--- src/rtl/icosoc_pinevent_pkg.sv ---
// Shared constants for the pin-event block: bus widths and register map.
package icosoc_pinevent_pkg;

    localparam int DATA_W = 32;
    localparam int ADDR_W = 8;
    localparam int DIV_W  = 16;

    typedef enum logic [ADDR_W-1:0] {
        REG_LEVEL   = 8'h00,
        REG_RISE_EN = 8'h04,
        REG_FALL_EN = 8'h08,
        REG_STATUS  = 8'h0C,
        REG_DIV     = 8'h10
    } reg_addr_e;

endpackage

--- src/rtl/icosoc_pinevent_filter.sv ---
// One pin: 2-flop synchronizer, 3-sample history taken on prescaler ticks,
// debounced level and one-cycle rise/fall pulses aligned with the level change.
module icosoc_pinevent_filter (
    input  logic clk,
    input  logic reset,
    input  logic pin_i,
    input  logic tick_i,
    output logic level_o,
    output logic rise_o,
    output logic fall_o
);

    logic [1:0] sync_q;
    logic [2:0] hist_q, hist_d;
    logic       level_q, level_d;
    logic       rise_q, rise_d;
    logic       fall_q, fall_d;

    // The decision looks at the history including the sample taken this tick,
    // so the level moves on the same edge that captures the third agreeing sample.
    always_comb begin
        hist_d  = hist_q;
        level_d = level_q;
        if (tick_i) begin
            hist_d = {hist_q[1:0], sync_q[1]};
            if (hist_d == 3'b111 && !level_q) begin
                level_d = 1'b1;
            end else if (hist_d == 3'b000 && level_q) begin
                level_d = 1'b0;
            end
        end
        rise_d = level_d & ~level_q;
        fall_d = ~level_d & level_q;
    end

    always_ff @(posedge clk) begin
        if (reset) begin
            sync_q  <= '0;
            hist_q  <= '0;
            level_q <= 1'b0;
            rise_q  <= 1'b0;
            fall_q  <= 1'b0;
        end else begin
            sync_q  <= {sync_q[0], pin_i};
            hist_q  <= hist_d;
            level_q <= level_d;
            rise_q  <= rise_d;
            fall_q  <= fall_d;
        end
    end

    assign level_o = level_q;
    assign rise_o  = rise_q;
    assign fall_o  = fall_q;

endmodule

--- src/rtl/icosoc_mod_pinevent.sv ---
// Debounced pin-event monitor: prescaled sampling, edge enables, W1C status,
// level interrupt, and a simple held-request register bus.
module icosoc_mod_pinevent
    import icosoc_pinevent_pkg::*;
#(
    parameter int          IO_LENGTH   = 32,
    parameter logic [15:0] DEFAULT_DIV = 16'd999
) (
    input  logic                 clk,
    input  logic                 reset,
    input  logic [IO_LENGTH-1:0] pin_in,
    input  logic                 ctrl_wr,
    input  logic                 ctrl_rd,
    input  logic [ADDR_W-1:0]    ctrl_addr,
    input  logic [DATA_W-1:0]    ctrl_wdat,
    output logic [DATA_W-1:0]    ctrl_rdat,
    output logic                 ctrl_done,
    output logic                 irq
);

    logic [IO_LENGTH-1:0] level, rise, fall;
    logic [IO_LENGTH-1:0] rise_en_q, rise_en_d;
    logic [IO_LENGTH-1:0] fall_en_q, fall_en_d;
    logic [IO_LENGTH-1:0] status_q, status_d;
    logic [IO_LENGTH-1:0] clr_mask;
    logic [DIV_W-1:0]     div_q, div_d;
    logic [DIV_W-1:0]     cnt_q, cnt_d;
    logic                 tick;
    logic                 done_q, done_d;
    logic [DATA_W-1:0]    rdat_q, rdat_d;
    logic [DATA_W-1:0]    rd_mux;
    logic                 irq_q;
    logic                 req, wr_en;

    assign tick = (cnt_q == '0);

    generate
        for (genvar gi = 0; gi < IO_LENGTH; gi++) begin : g_pin
            icosoc_pinevent_filter u_filter (
                .clk     (clk),
                .reset   (reset),
                .pin_i   (pin_in[gi]),
                .tick_i  (tick),
                .level_o (level[gi]),
                .rise_o  (rise[gi]),
                .fall_o  (fall[gi])
            );
        end
    endgenerate

    always_comb begin
        // Blocking on done_q makes a held request complete once per pulse.
        req   = (ctrl_wr | ctrl_rd) & ~done_q;
        wr_en = req & ctrl_wr;

        rd_mux = '0;
        case (ctrl_addr)
            REG_LEVEL:   rd_mux = DATA_W'(level);
            REG_RISE_EN: rd_mux = DATA_W'(rise_en_q);
            REG_FALL_EN: rd_mux = DATA_W'(fall_en_q);
            REG_STATUS:  rd_mux = DATA_W'(status_q);
            REG_DIV:     rd_mux = DATA_W'(div_q);
            default:     rd_mux = '0;
        endcase

        done_d = req;
        rdat_d = (req && ctrl_rd && !ctrl_wr) ? rd_mux : '0;

        rise_en_d = rise_en_q;
        fall_en_d = fall_en_q;
        clr_mask  = '0;
        div_d     = div_q;
        cnt_d     = tick ? div_q : DIV_W'(cnt_q - 16'd1);

        if (wr_en) begin
            case (ctrl_addr)
                REG_RISE_EN: rise_en_d = ctrl_wdat[IO_LENGTH-1:0];
                REG_FALL_EN: fall_en_d = ctrl_wdat[IO_LENGTH-1:0];
                REG_STATUS:  clr_mask  = ctrl_wdat[IO_LENGTH-1:0];
                REG_DIV: begin
                    div_d = ctrl_wdat[DIV_W-1:0];
                    cnt_d = ctrl_wdat[DIV_W-1:0];
                end
                default: ;
            endcase
        end

        // New events are OR-ed in after the clear so a coincident set wins.
        status_d = (status_q & ~clr_mask) | (rise & rise_en_q) | (fall & fall_en_q);
    end

    always_ff @(posedge clk) begin
        if (reset) begin
            rise_en_q <= '0;
            fall_en_q <= '0;
            status_q  <= '0;
            div_q     <= DEFAULT_DIV;
            cnt_q     <= DEFAULT_DIV;
            done_q    <= 1'b0;
            rdat_q    <= '0;
            irq_q     <= 1'b0;
        end else begin
            rise_en_q <= rise_en_d;
            fall_en_q <= fall_en_d;
            status_q  <= status_d;
            div_q     <= div_d;
            cnt_q     <= cnt_d;
            done_q    <= done_d;
            rdat_q    <= rdat_d;
            irq_q     <= |status_q;
        end
    end

    assign ctrl_rdat = rdat_q;
    assign ctrl_done = done_q;
    assign irq       = irq_q;

endmodule

--- config.mk ---
export PLATFORM = sky130hd
export DESIGN_NAME = icosoc_mod_pinevent
export DESIGN_NICKNAME = d
export VERILOG_FILES = /design/src/rtl/icosoc_pinevent_pkg.sv /design/src/rtl/icosoc_pinevent_filter.sv /design/src/rtl/icosoc_mod_pinevent.sv
export SDC_FILE = /design/constraint.sdc
export NUM_CORES = 1
export LEC_CHECK = 0
export BUFFER_PORTS_ARGS = -buffer_cell sky130_fd_sc_hd__buf_2
export CAP_MARGIN = 0
export CORE_ASPECT_RATIO = 0.75
export CORE_UTILIZATION = 57
export DETAILED_ROUTE_END_ITERATION = 16
export GPL_ROUTABILITY_DRIVEN = 0
export PLACE_DENSITY_LB_ADDON = 0.3
export SYNTH_ARGS = -nofsm -noshare
export SYNTH_HDL_FRONTEND = slang
export SYNTH_SLANG_ARGS = --single-unit
--- constraint.sdc ---
create_clock -name clk -period 3.13 [get_ports clk]
set_input_delay 0.313 -clock clk [delete_from_list [all_inputs] [get_ports clk]]
set_output_delay 0.313 -clock clk [all_outputs]
set_load 0.005 [all_outputs]
Word-level counts from Yosys, hierarchy flattened
Index checks and enable logic that the tools add are counted.
{"block": "word_totals", "regBits": 386, "in_bits": 76, "output_inout_bits": 34, "word_cells": 584}
{"block": "op_classes", "add_sub_neg": 1, "n_eq_ne": 36, "muxes": 102, "n_bitwise": 139, "reduce_logical": 138}
{"cell": "32-bit one-hot mux with 5 select lines", "n": 1}
{"cell": "32-bit bitwise AND", "n": 3}
{"cell": "3-bit == test (second input constant)", "n": 32}
{"cell": "3-bit zero test", "n": 32}
{"cell": "1-bit 2-to-1 mux", "n": 96}
{"cell": "1-bit bitwise AND", "n": 66}
{"cell": "1-bit logical AND", "n": 66}
{"cell": "1-bit NOT", "n": 66}
{"cell": "32-bit 2-to-1 mux", "n": 2}
{"cell": "32-bit bitwise OR", "n": 2}
{"cell": "16-bit 2-to-1 mux", "n": 3}
{"cell": "1-bit zero test", "n": 33}
{"cell": "32-bit NOT", "n": 1}
{"cell": "32-bit OR reduction", "n": 1}
{"cell": "8-bit by 4-bit == test with 1-bit output (second input constant)", "n": 2}
{"cell": "16-bit zero test", "n": 1}
{"cell": "16-bit by 1-bit subtractor with 16-bit output (second input constant)", "n": 1}
{"cell": "8-bit by 3-bit == test with 1-bit output (second input constant)", "n": 1}
{"cell": "8-bit by 5-bit == test with 1-bit output (second input constant)", "n": 1}
{"cell": "8-bit zero test", "n": 1}
{"cell": "2-bit AND reduction", "n": 3}
{"cell": "2-bit OR reduction", "n": 1}
{"cell": "1-bit bitwise OR", "n": 1}

Longest topological paths before layout
{"block": "depth", "word_depth": 8, "depth_mapped": 10, "mapped_depth_nobuf": 6}

Cells and area by module
A second synthesis with hierarchy kept.
{"block": "hier_totals", "hier_cells": 1579, "hier_area_um2": 14945.6}
{"mod": "icosoc_pinevent_filter", "instances": 32, "cells_per_inst": 22, "area_each_um2": 236.5, "seq_area_each_um2": 140.1}
{"mod": "icosoc_mod_pinevent", "instances": 1, "cells_per_inst": 875, "area_each_um2": 7378.3, "seq_area_each_um2": 3243.1}

Worst setup path before layout
Ideal clock, no wire load.
{"block": "synth_path", "kind": "reg2reg", "startpoint": "reg cnt_q[0]", "endpoint": "reg cnt_q[10]", "setup_time_ps": 133, "arrival_ps": 2319, "t_required_ps": 2997, "setup_slack_ps": 678, "stages_incl_launch_ff": 11, "path_buffers": 4, "period_less_slack_ps": 2452, "path_cell_list": "dfxtp_1 inv_1 ha_1 or3b_1 buf_6 or4_4 buf_6 buf_6 buf_6 o41ai_1 o32ai_1"}
{"block": "synth_via", "elab_chain_cells": 4, "word_cells_on_any_way": 5, "cone_classes": "add/sub: 1; mux: 3; reduce/logical: 1"}
{"element": "from (decl)", "line": "icosoc_mod_pinevent.sv:27", "rtl": "logic [DIV_W-1:0] cnt_q, cnt_d;"}
{"element": "from (signal assigned)", "line": "icosoc_mod_pinevent.sv:107", "rtl": "cnt_q <= cnt_d;"}
{"element": "16-bit by 1-bit subtractor with 16-bit output or 16-bit zero test (tied branches)", "line": "icosoc_mod_pinevent.sv:73, icosoc_mod_pinevent.sv:35"}
{"element": "16-bit 2-to-1 mux *", "line": "icosoc_mod_pinevent.sv:73", "rtl": "cnt_d = tick ? div_q : DIV_W'(cnt_q - 16'd1);"}
{"element": "16-bit 2-to-1 mux", "line": "icosoc_mod_pinevent.sv:76", "rtl": "case (ctrl_addr)"}
{"element": "16-bit 2-to-1 mux *", "line": "icosoc_mod_pinevent.sv:75", "rtl": "if (wr_en) begin"}
Mark *: on every way between the ends. The rest lies on a longest branch, timed or not.
A chain may end at the register's enable or synchronous reset.

Final worst setup path
{"block": "layout_path", "startpoint": "reg cnt_q[0]", "endpoint": "reg g_pin[28].u_filter.level_q"}
{"block": "layout_via", "elab_chain_cells": 2}
{"element": "16-bit zero test", "line": "icosoc_mod_pinevent.sv:35", "rtl": "assign tick = (cnt_q == '0);"}
{"element": "1-bit 2-to-1 mux", "line": "icosoc_pinevent_filter.sv:24", "rtl": "if (tick_i) begin"}
{"element": "to (signal assigned)", "line": "icosoc_pinevent_filter.sv:46", "rtl": "level_q <= level_d;"}
{"element": "to (decl)", "line": "icosoc_pinevent_filter.sv:15", "rtl": "logic level_q, level_d;"}
Every way passes these cells.

==> flow_summary_export.csv <==
group,metric,value,unit
run_status,status,"complete, no violations",
floorplanning,die_w,189.5,um
cts,cts.repair.resized,0,
place,portBuffers,109,
critical_path,worst_setup_path_end_kind,"flip-flop",
floorplanning,rows,51,
layout,diodes,0,
synthesis,synth-xor-area-share,0.005243,
global_routing,use_met1,0.4549,
cts,postCtsSetupRepairBufs,0,
timing,max_slew_margin,0.3993,
pwr,p_seq_frac,0.505,
cts,htreeDepth,2,
synthesis,synthSimpleGateAreaFrac,0.2201,
layout,layout-area-overhead-vs-synth,14.01,%
layout,multi_input_area,6644,um2
timing,finalSetupTns,0,ns
timing,slew_viol_final,0,
pwr,power.net_switching,2.092,mW
critical_path,critical_path_required,3.48,ns
critical_path,crit_path_max_incr_delay,0.60,ns
global_routing,grt-ovfl-total,0,
critical_path,reg2reg_depth,7,
global_routing,grt_max_degree,161,
timing,rsz0062_at_grt,"false",
synthesis,synthCells,1666,
critical_path,cp.arrival,3.11,ns
synthesis,synth_compound_area_frac,0.1799,
min_path,hold_path_class,"in2reg",
critical_path,r2r_end,"g_pin[28].u_filter.level_o$_SDFF_PP0_",
synthesis,synth_mux_area_frac,0.03462,
layout,drive_above_1_share,0.1225,
min_path,min_path_cells,2,
synthesis,synthesis.area,15030,um2
pwr,power.internal,7.795,mW
layout,final_common_cell,"dfxtp_1",
routing,drc,0,
routing,antenna_left,0,
critical_path,crit_type,"reg2reg",
synthesis,synth_cell_type_count,52,
timing,fmax,362.7,MHz
critical_path,startpoint_type,"flip-flop",
place,placed_cell_area,15730,um2
synthesis,ys_seq_area_frac,0.5140,
timing,finalCritPeriodShare,0.8810,
cts,clock-sinks,386,
critical_path,crit_slowest_cell,"or4_4",
cts,tritoncts,"yes",
synthesis,yosysWarningCount,0,
timing,worst_pin_slew,0.9010,ns
global_routing,track_usage,0.2958,
min_path,hold_start,"pin_in[23]",
synthesis,async_reset_ff_frac,0,
synthesis,syn_nets,1743,
global_routing,grt_use_met2,0.4145,
place,dp_hpwl,24550,um
cts,cts_buffer_depth,3,
layout,ff_latch_area,7727,um2
synthesis,avgSynthCellArea,9.024,um2
global_routing,grt-busiest-layer,"met1",
routing,dr.pass1.iters,6,
cts,path_clk_slew,0.06,ns
synthesis,ys.flop_type,"dfxtp_1",
routing,drtIter0Drc,1823,
critical_path,reg2reg_setup_slack,0.37,ns
floorplanning,start_util,0.5803,
floorplanning,die-area,27030,um2
floorplanning,die_h,142.6,um
global_routing,antenna_found_initial,0,
pwr,power_density,576.9,nW/um2
critical_path,cp_max_fo,109,
synthesis,synth_edf_count,0,
routing,avgRoutedWirePerCell,19.54,um
cts,clock_latency,0.52,ns
min_path,hold_end,"g_pin[23].u_filter.sync_q[0]$_SDFF_PP0_",
layout,final_cell_area,17140,um2
flow_run,maxCapViolCount,0,
pwr,power_leakage,5.804,nW
timing,period_minus_slack,2.757,ns
routing,vias,13040,
layout,fin_nets,1795,
timing,finalHoldViolCount,0,
layout,num-fill-cells,2174,
cts,cts-root-buf,"clkbuf_16",
critical_path,r2r-start,"cnt_q[0]$_SDFF_PP1_",
cts,cts_buffers,38,
global_routing,grt_pass1_wl,63630,um
pwr,vdd_drop_max,0.4558,mV
global_routing,use_met3,0.06021,
routing,route.final.wire_length,40850,um
global_routing,grt_pass1_vias,11590,
pwr,switching_share,0.2116,
pwr,p_comb_frac,0.028,
synthesis,ys_ff_latch,386,
floorplanning,core_region_area,25910,um2
pwr,clkPwrFrac,0.466,
routing,viasPerCell,6.238,
timing,setup_viol,0,
timing,finClkSkew,0.01316,ns
floorplanning,io_pins,110,
critical_path,crit_chain,"inv_1 -> ha_1 -> or3b_1 -> or4_4 -> buf_12 -> o41ai_1 -> a31oi_1",
synthesis,synthAdderAreaFrac,0.0008323,
synthesis,synth_top_family_by_area,"simple AND/OR/NAND/NOR gates",
layout,final_cell_mix,"386 x dfxtp_1, 262 x nand2_1, 186 x a21oi_1",
-- registers in the layout, summed over array words and instances (netlist names), 32 cells and up --
register	count
fall_en_q	32
ctrl_rdat	32
g_pin.u_filter.fall_o	32
g_pin.u_filter.sync_q	64
status_q	32
g_pin.u_filter.level_o	32
g_pin.u_filter.rise_o	32
rise_en_q	32
g_pin.u_filter.hist_q	64
-- synthesized netlist by cell type, drive strengths merged (8+ instances only) --
cell type	number	area share
nand4	12	0.0050
a22oi	44	0.022
o41ai	34	0.020
mux2i	16	0.011
buf	20	0.0078
o31ai	8	0.0040
nor4b	66	0.038
clkbuf	113	0.028
nor2	10	0.0025
a21oi	186	0.062
o21ai	101	0.034
dfxtp	386	0.51
and3	19	0.0079
a31oi	33	0.014
nand2	262	0.065
nor2b	69	0.029
o2bb2ai	16	0.0093
nor4	49	0.022
inv	37	0.0092
mux4	16	0.024
nand2b	33	0.014
nor3	11	0.0037
nand3	69	0.023
-- critical path, delay by kind of cell (launching register included) --
kind / cells / cell delay, ns
buffers and inverters: 2 / 0.28
adders and majority gates: 1 / 0.17
DFF: 1 / 0.34
AOI/OAI and AO/OA: 2 / 0.55
and+or+nand+nor: 2 / 1.11
-- worst max-delay path by stage --
stage,cells after the start,from,end
CTS,7,cnt_q[0]$_SDFF_PP1_,cnt_q[6]$_SDFF_PP1_
floorplan,10,cnt_q[0]$_SDFF_PP1_,cnt_q[10]$_SDFF_PP0_
global placement,7,cnt_q[0]$_SDFF_PP1_,cnt_q[6]$_SDFF_PP1_
global route,7,cnt_q[0]$_SDFF_PP1_,g_pin[29].u_filter.level_o$_SDFF_PP0_
finish,7,cnt_q[0]$_SDFF_PP1_,g_pin[28].u_filter.level_o$_SDFF_PP0_
detailed placement,7,cnt_q[0]$_SDFF_PP1_,cnt_q[6]$_SDFF_PP1_
-- cells by family (layout without fill, tap and decap cells) --
kind of cell,Yosys count,count (layout)
AOI/OAI and AO/OA,449,449
DFF,386,386
muxes,32,32
adders and majority gates,1,1
buffers and inverters,170,251
xor gates and xnor gates,9,9
and+or+nand+nor,619,619
-- power groups by stage --
stage	Clock, mW	Combinational (mW)	Sequential, mW
2_1_floorplan	0	0.147	5.09
3_3_place_gp	0	0.259	5.10
3_5_place_dp	0	0.261	5.10
4_1_cts	4.66	0.277	4.99
5_1_grt	4.86	0.303	5.00
6_report	4.61	0.282	5.00
-- what timing repair did --
| action | 4_1_cts | 5_1_grt |
|---|---|---|
| hold buffers | 15 | 0 |
| endpoints found under the hold margin | 15 | 0 |
| setup endpoints to repair | 0 | 0 |
-- final cells by class --
cell class	count	area share
sequential	386	0.4509
multi-input combinational	1110	0.3876
clock buffer	53	0.06234
timing repair buffer	145	0.05468
tap	344	0.02511
clock inverter	16	0.01124
inverter	37	0.008103
-- stage by stage --
step	hold WS, ns	util	std cells	power (mW)	worst slack [ns]
after floorplan	0.4138	-	1666	5.232	0.6781
after global placement	0.4245	0.6071	2007	5.361	0.4820
after detailed placement	0.4204	0.6071	2007	5.365	0.4658
after CTS	0.0004677	0.6615	2091	9.929	0.4464
after global routing	0.01138	0.6615	2091	10.16	0.2799
final	0.01124	0.6615	2091	9.887	0.3726
-- layer usage --
layer | up-vias | wire, um | part of all wire
met1 | 6172 | 19090 | 0.47
li1 | 6135 | - | -
met2 | 665 | 16750 | 0.41
met5 | - | 0 | 0
met4 | 0 | 746 | 0.018
met3 | 71 | 4262 | 0.10
Note: power is estimated with default switching activity, not from simulation.
